`config.mk`:
```
export PLATFORM = sky130hd
export DESIGN_NAME = ring_alarm_sequencer
export DESIGN_NICKNAME = d
export VERILOG_FILES = /design/src/rtl/ring_alarm_sequencer.sv
export SDC_FILE = /design/constraint.sdc
export NUM_CORES = 1
export LEC_CHECK = 0
export CAP_MARGIN = 20
export CORE_MARGIN = 1
export CORE_UTILIZATION = 48
export CTS_BUF_LIST = sky130_fd_sc_hd__clkbuf_16
export CTS_CLUSTER_SIZE = 14
export DETAILED_ROUTE_END_ITERATION = 6
export PLACE_DENSITY = 0.73
export RECOVER_POWER = 100
export SLEW_MARGIN = 10
export SYNTH_ARGS = -nofsm -noshare
export SYNTH_HDL_FRONTEND = slang
export SYNTH_SLANG_ARGS = --single-unit
```
`constraint.sdc`:
```
create_clock -name clk -period 1.9 [get_ports clk]
set_input_delay 0.475 -clock clk [delete_from_list [all_inputs] [get_ports clk]]
set_output_delay 0.475 -clock clk [all_outputs]
set_load 0.01 [all_outputs]
```
`src/rtl/ring_alarm_sequencer.sv`:
```
// rtl/ring_alarm_sequencer.sv - blink sequencer for the ring alarm picture
//
// Purpose: on a rising edge of timer_done (while enabled) runs an alarm that
// blinks the ring picture in SHOW/HIDE half-periods counted in video frames,
// keeps the ball picture up for the whole alarm, and ends on expiry, ack or
// loss of enable.
//
// Ports:
//   clk          system clock, rising edge
//   reset        asynchronous active-high reset
//   frame_tick   one-cycle pulse per video frame
//   enable       alarm enable level; low aborts/blocks ringing
//   timer_done   timer expiry level; rising edge starts an alarm
//   ack          user acknowledge level (synchronized, debounced)
//   ring_show    high while the ring picture is drawn
//   ball_show    high for the whole alarm
//   ringing      alarm in progress
//   done_pulse   one-cycle pulse when an alarm ends by expiry or ack
//   alarm_count  alarms started, saturating at 255

module ring_alarm_sequencer #(
  parameter int HALF_FRAMES = 15,
  parameter int MAX_HALVES  = 40
) (
  input  logic       clk,
  input  logic       reset,
  input  logic       frame_tick,
  input  logic       enable,
  input  logic       timer_done,
  input  logic       ack,
  output logic       ring_show,
  output logic       ball_show,
  output logic       ringing,
  output logic       done_pulse,
  output logic [7:0] alarm_count
);

  // A single-frame half-period would give a zero-width counter; keep one bit.
  localparam int FW = (HALF_FRAMES > 1) ? $clog2(HALF_FRAMES) : 1;
  localparam int HW = $clog2(MAX_HALVES);
  localparam logic [FW-1:0] FRAME_LAST = FW'(HALF_FRAMES - 1);
  localparam logic [HW-1:0] HALF_LAST  = HW'(MAX_HALVES - 1);

  typedef enum logic [1:0] {IDLE, SHOW, HIDE} state_t;

  state_t        state;
  logic [FW-1:0] frame_cnt;
  logic [HW-1:0] half_cnt;
  logic          td_prev;
  logic          td_rise;

  // td_prev resets high so a level held through reset is not seen as an edge.
  assign td_rise = timer_done & ~td_prev;

  always_ff @(posedge clk or posedge reset) begin
    if (reset) begin
      state       <= IDLE;
      frame_cnt   <= '0;
      half_cnt    <= '0;
      td_prev     <= 1'b1;
      ring_show   <= 1'b0;
      ball_show   <= 1'b0;
      ringing     <= 1'b0;
      done_pulse  <= 1'b0;
      alarm_count <= 8'd0;
    end else begin
      td_prev    <= timer_done;
      done_pulse <= 1'b0;
      case (state)
        IDLE: begin
          // ack is ignored here; edges during an alarm were already consumed
          // by td_prev, so only a fresh edge can start the next alarm.
          if (enable && td_rise) begin
            state     <= SHOW;
            frame_cnt <= '0;
            half_cnt  <= '0;
            ring_show <= 1'b1;
            ball_show <= 1'b1;
            ringing   <= 1'b1;
            if (alarm_count != 8'hFF) alarm_count <= alarm_count + 8'd1;
          end
        end
        SHOW, HIDE: begin
          // Priority: enable loss (silent abort) > ack > frame_tick.
          if (!enable) begin
            state     <= IDLE;
            ring_show <= 1'b0;
            ball_show <= 1'b0;
            ringing   <= 1'b0;
          end else if (ack) begin
            state      <= IDLE;
            ring_show  <= 1'b0;
            ball_show  <= 1'b0;
            ringing    <= 1'b0;
            done_pulse <= 1'b1;
          end else if (frame_tick) begin
            if (frame_cnt == FRAME_LAST) begin
              frame_cnt <= '0;
              if (half_cnt == HALF_LAST) begin
                state      <= IDLE;
                ring_show  <= 1'b0;
                ball_show  <= 1'b0;
                ringing    <= 1'b0;
                done_pulse <= 1'b1;
              end else begin
                half_cnt <= half_cnt + 1'b1;
                if (state == SHOW) begin
                  state     <= HIDE;
                  ring_show <= 1'b0;
                end else begin
                  state     <= SHOW;
                  ring_show <= 1'b1;
                end
              end
            end else begin
              frame_cnt <= frame_cnt + 1'b1;
            end
          end
        end
        default: begin
          state     <= IDLE;
          ring_show <= 1'b0;
          ball_show <= 1'b0;
          ringing   <= 1'b0;
        end
      endcase
    end
  end

endmodule

```
==> impl_metrics.csv <==
group,metric,value,unit
logic_synthesis,synth-seq-area-share,46.5,%
grt,first_global_vias,954,
min_path,hp-class,"reg2reg",
die,core-area,2450,um2
cells_and_area,final-seq-area,577,um2
timing,report.final.slew_viol_count,0,
setup_path,arrival,1370,ps
setup_path,r2r_slack,90,ps
setup_path,worstPathRequired,1420,ps
logic_synthesis,synthCells,124,
timing,slew_headroom,61.9,%
power,ir_drop,995,uV
logic_synthesis,synth_top_area_share,44.4,%
die,die_width,52.8,um
route,wl,2440,um
status,status,"complete, no violations",
logic_synthesis,synth_cell_type_count,37,
timing,finalSetupViolations,0,
logic_synthesis,synthArstFlopShare,100,%
logic_synthesis,synth_top_cell_by_area,"dfrtp_1",
logic_synthesis,synth_area,1240,um2
cts,cts_made_buffers,3,
logic_synthesis,syn_nets,137,
route,final_antenna_net_count,0,
setup_path,crit_path_start_kind,"register",
power,power_density,1250,nW/um2
cts,cts_hold_buf,0,
timing,finalHoldViolCount,0,
placement,place.gp.congestion,0.765,
logic_synthesis,syn_area_per_cell,10.0,um2
cts,cts_setup_buffers,0,
route,vias,1014,
timing,period_needed,1840,ps
logic_synthesis,ys_top_cells_by_area,"dfrtp_1 44%, ha_1 7.1%, nand2_1 5.1%, o21ai_0 4.4%, xnor2_1 2.8%",
timing,fmax,542,MHz
route,drt_iter0_markers,26,
die,io_pins,18,
timing,finalClockSkew,2.39,ps
cells_and_area,multi_input_area,647,um2
cells_and_area,area_growth,31.2,%
route,drc_errors,0,
timing,fin_crit_sh,97.1,%
cells_and_area,drive_gt1_share,17.3,%
cts,cts_buffer_depth,2,
setup_path,crit_path_end_kind,"primary output",
die,die_h,52.8,um
cells_and_area,diodes,0,
placement,place_ws,-257,ps
route,vias_per_cell,5.45,
setup_path,ff2ff_path_depth,7,
die,start_util,50.5,%
die,dieArea,2790,um2
timing,rsz0062_at_grt,"false",
grt,grt_max_degree,24,
cts,clock_latency,260,ps
grt,grt.total_usage,20.3,%
placement,placed_area,1540,um2
setup_path,crit_path_max_fanout,4,
setup_path,r2r-start,"state[1]",
route,first_pass_iters,4,
die,num_rows,18,
timing,worstMarginPinSlew,571,ps
logic_synthesis,yosysMostFrequentCell,"dfrtp_1",
cells_and_area,fill_cells,200,
grt,grt_pass1_wl,4050,um
logic_synthesis,synth_seq_cells,23,
cts,cts.sinks,23,
cts,clk_pin_slew,60,ps
setup_path,worstSetupPathType,"reg2out",
job,cap_violations,0,
power,p_leak,0.789,nW
setup_path,crit_path_end,"ring_show",
placement,io_buffer_count,17,
cells_and_area,final_area,1630,um2
placement,hpwl,1800,um
grt,overflow,0,
logic_synthesis,synth_commonest_cells,"22 x dfrtp_1, 17 x nand2_1, 11 x o21ai_0",
cts,cts.htree.levels,1,
logic_synthesis,synth-edff-count,0,
logic_synthesis,yosysWarnings,0,
cts,root_buffer,"clkbuf_16",
timing,final.setup.worst_slack,55.0,ps
setup_path,cp-startpoint,"state[0]",
cells_and_area,finalNetCount,170,
cts,cts_tree,"built",
route,wl_per_cell,13.1,um
setup_path,reg2reg_to,"half_cnt[3]",
grt,antenna_found_initial,0,
logic_synthesis,synth_ff_type,"dfrtp_1",
-- flip-flops by register name (all words and copies together) (netlist names) --
name         flops
alarm_count      8
done_pulse       1
frame_cnt        4
half_cnt         6
ringing          1
state            2
td_prev          1
-- layout by cell type (no fill, tap or decap), types with 2 or more instances in the layout --
cell / count
o31ai_1: 3
clkbuf_16: 3
xnor2_1: 4
xor2_1: 3
and3_1: 4
nand2_1: 17
dfrtp_1: 22
nor2b_1: 3
clkdlybuf4s50_1: 3
ha_1: 6
buf_4: 9
clkbuf_4: 2
a31oi_1: 3
mux2_2: 3
dlygate4sd3_1: 13
o21ai_0: 11
inv_1: 7
a21oi_1: 3
nand3_1: 5
nand3b_1: 2
nor2_1: 6
-- stage by stage --
stage               std cells  hold slack, ps  power [mW]  utilization [%]  TNS [ps]
detailed placement        182             486        1.58             62.5     -2190
floorplan                 124             459        1.23                -         0
global placement          182             475        1.54             62.5     -1560
CTS                       186             497        2.08             66.3         0
finish                    186             492        2.03             66.3         0
global route              186             513        2.17             66.3         0
-- worst max-delay path, stage by stage, from the launching register on --
cell and delay, ps:
dfrtp_1 370, buf_4 150, dlygate4sd3_1 590
-- cells by family after synthesis --
family | share of synthesized area (%)
DFF | 46.5
adders and majority gates | 7.06
AOI/OAI and AO/OA | 13.1
muxes | 2.72
and+or+nand+nor | 22.3
xor gates and xnor gates | 4.94
buffers and inverters | 3.33
-- timing repair --
item / in CTS / in global routing
endpoints found under the setup margin: 1 / 5
pin swaps: 0 / 1
gates resized for setup: 1 / 3
-- worst min path at each step --
stage,start,endpoint,cells after the start
5_1_grt,alarm_count[6],alarm_count[6],1
3_5_place_dp,alarm_count[6],alarm_count[6],1
6_report,alarm_count[6],alarm_count[6],1
4_1_cts,alarm_count[6],alarm_count[6],1
2_1_floorplan,frame_cnt[3],frame_cnt[3],1
3_3_place_gp,alarm_count[6],alarm_count[6],1
-- final cells by class --
type | count | area share [%]
Clock inverter | 1 | 0.231
Clock buffer | 3 | 4.62
Tap cell | 30 | 2.31
Multi-Input combinational cell | 93 | 39.8
Inverter | 6 | 1.38
Timing Repair Buffer | 30 | 16.2
Sequential cell | 23 | 35.5
-- per-layer routing --
| layer | global-route usage [%] | vias up | wire length (um) |
|---|---|---|---|
| met1 | 26.4 | 483 | 1160 |
| met3 | 6.09 | 3 | 109 |
| met4 | 5.70 | 0 | 21 |
| met2 | 32.5 | 25 | 1150 |
| met5 | 0 | - | 0 |
| li1 | - | 503 | - |
-- where the power goes --
part | internal (mW) | switching, mW
clock network | 0.281 | 0.166
logic | 0.448 | 0.439
registers | 0.598 | 0.0951
total | 1.33 | 0.700
Note: power is estimated with default switching activity, not from simulation.
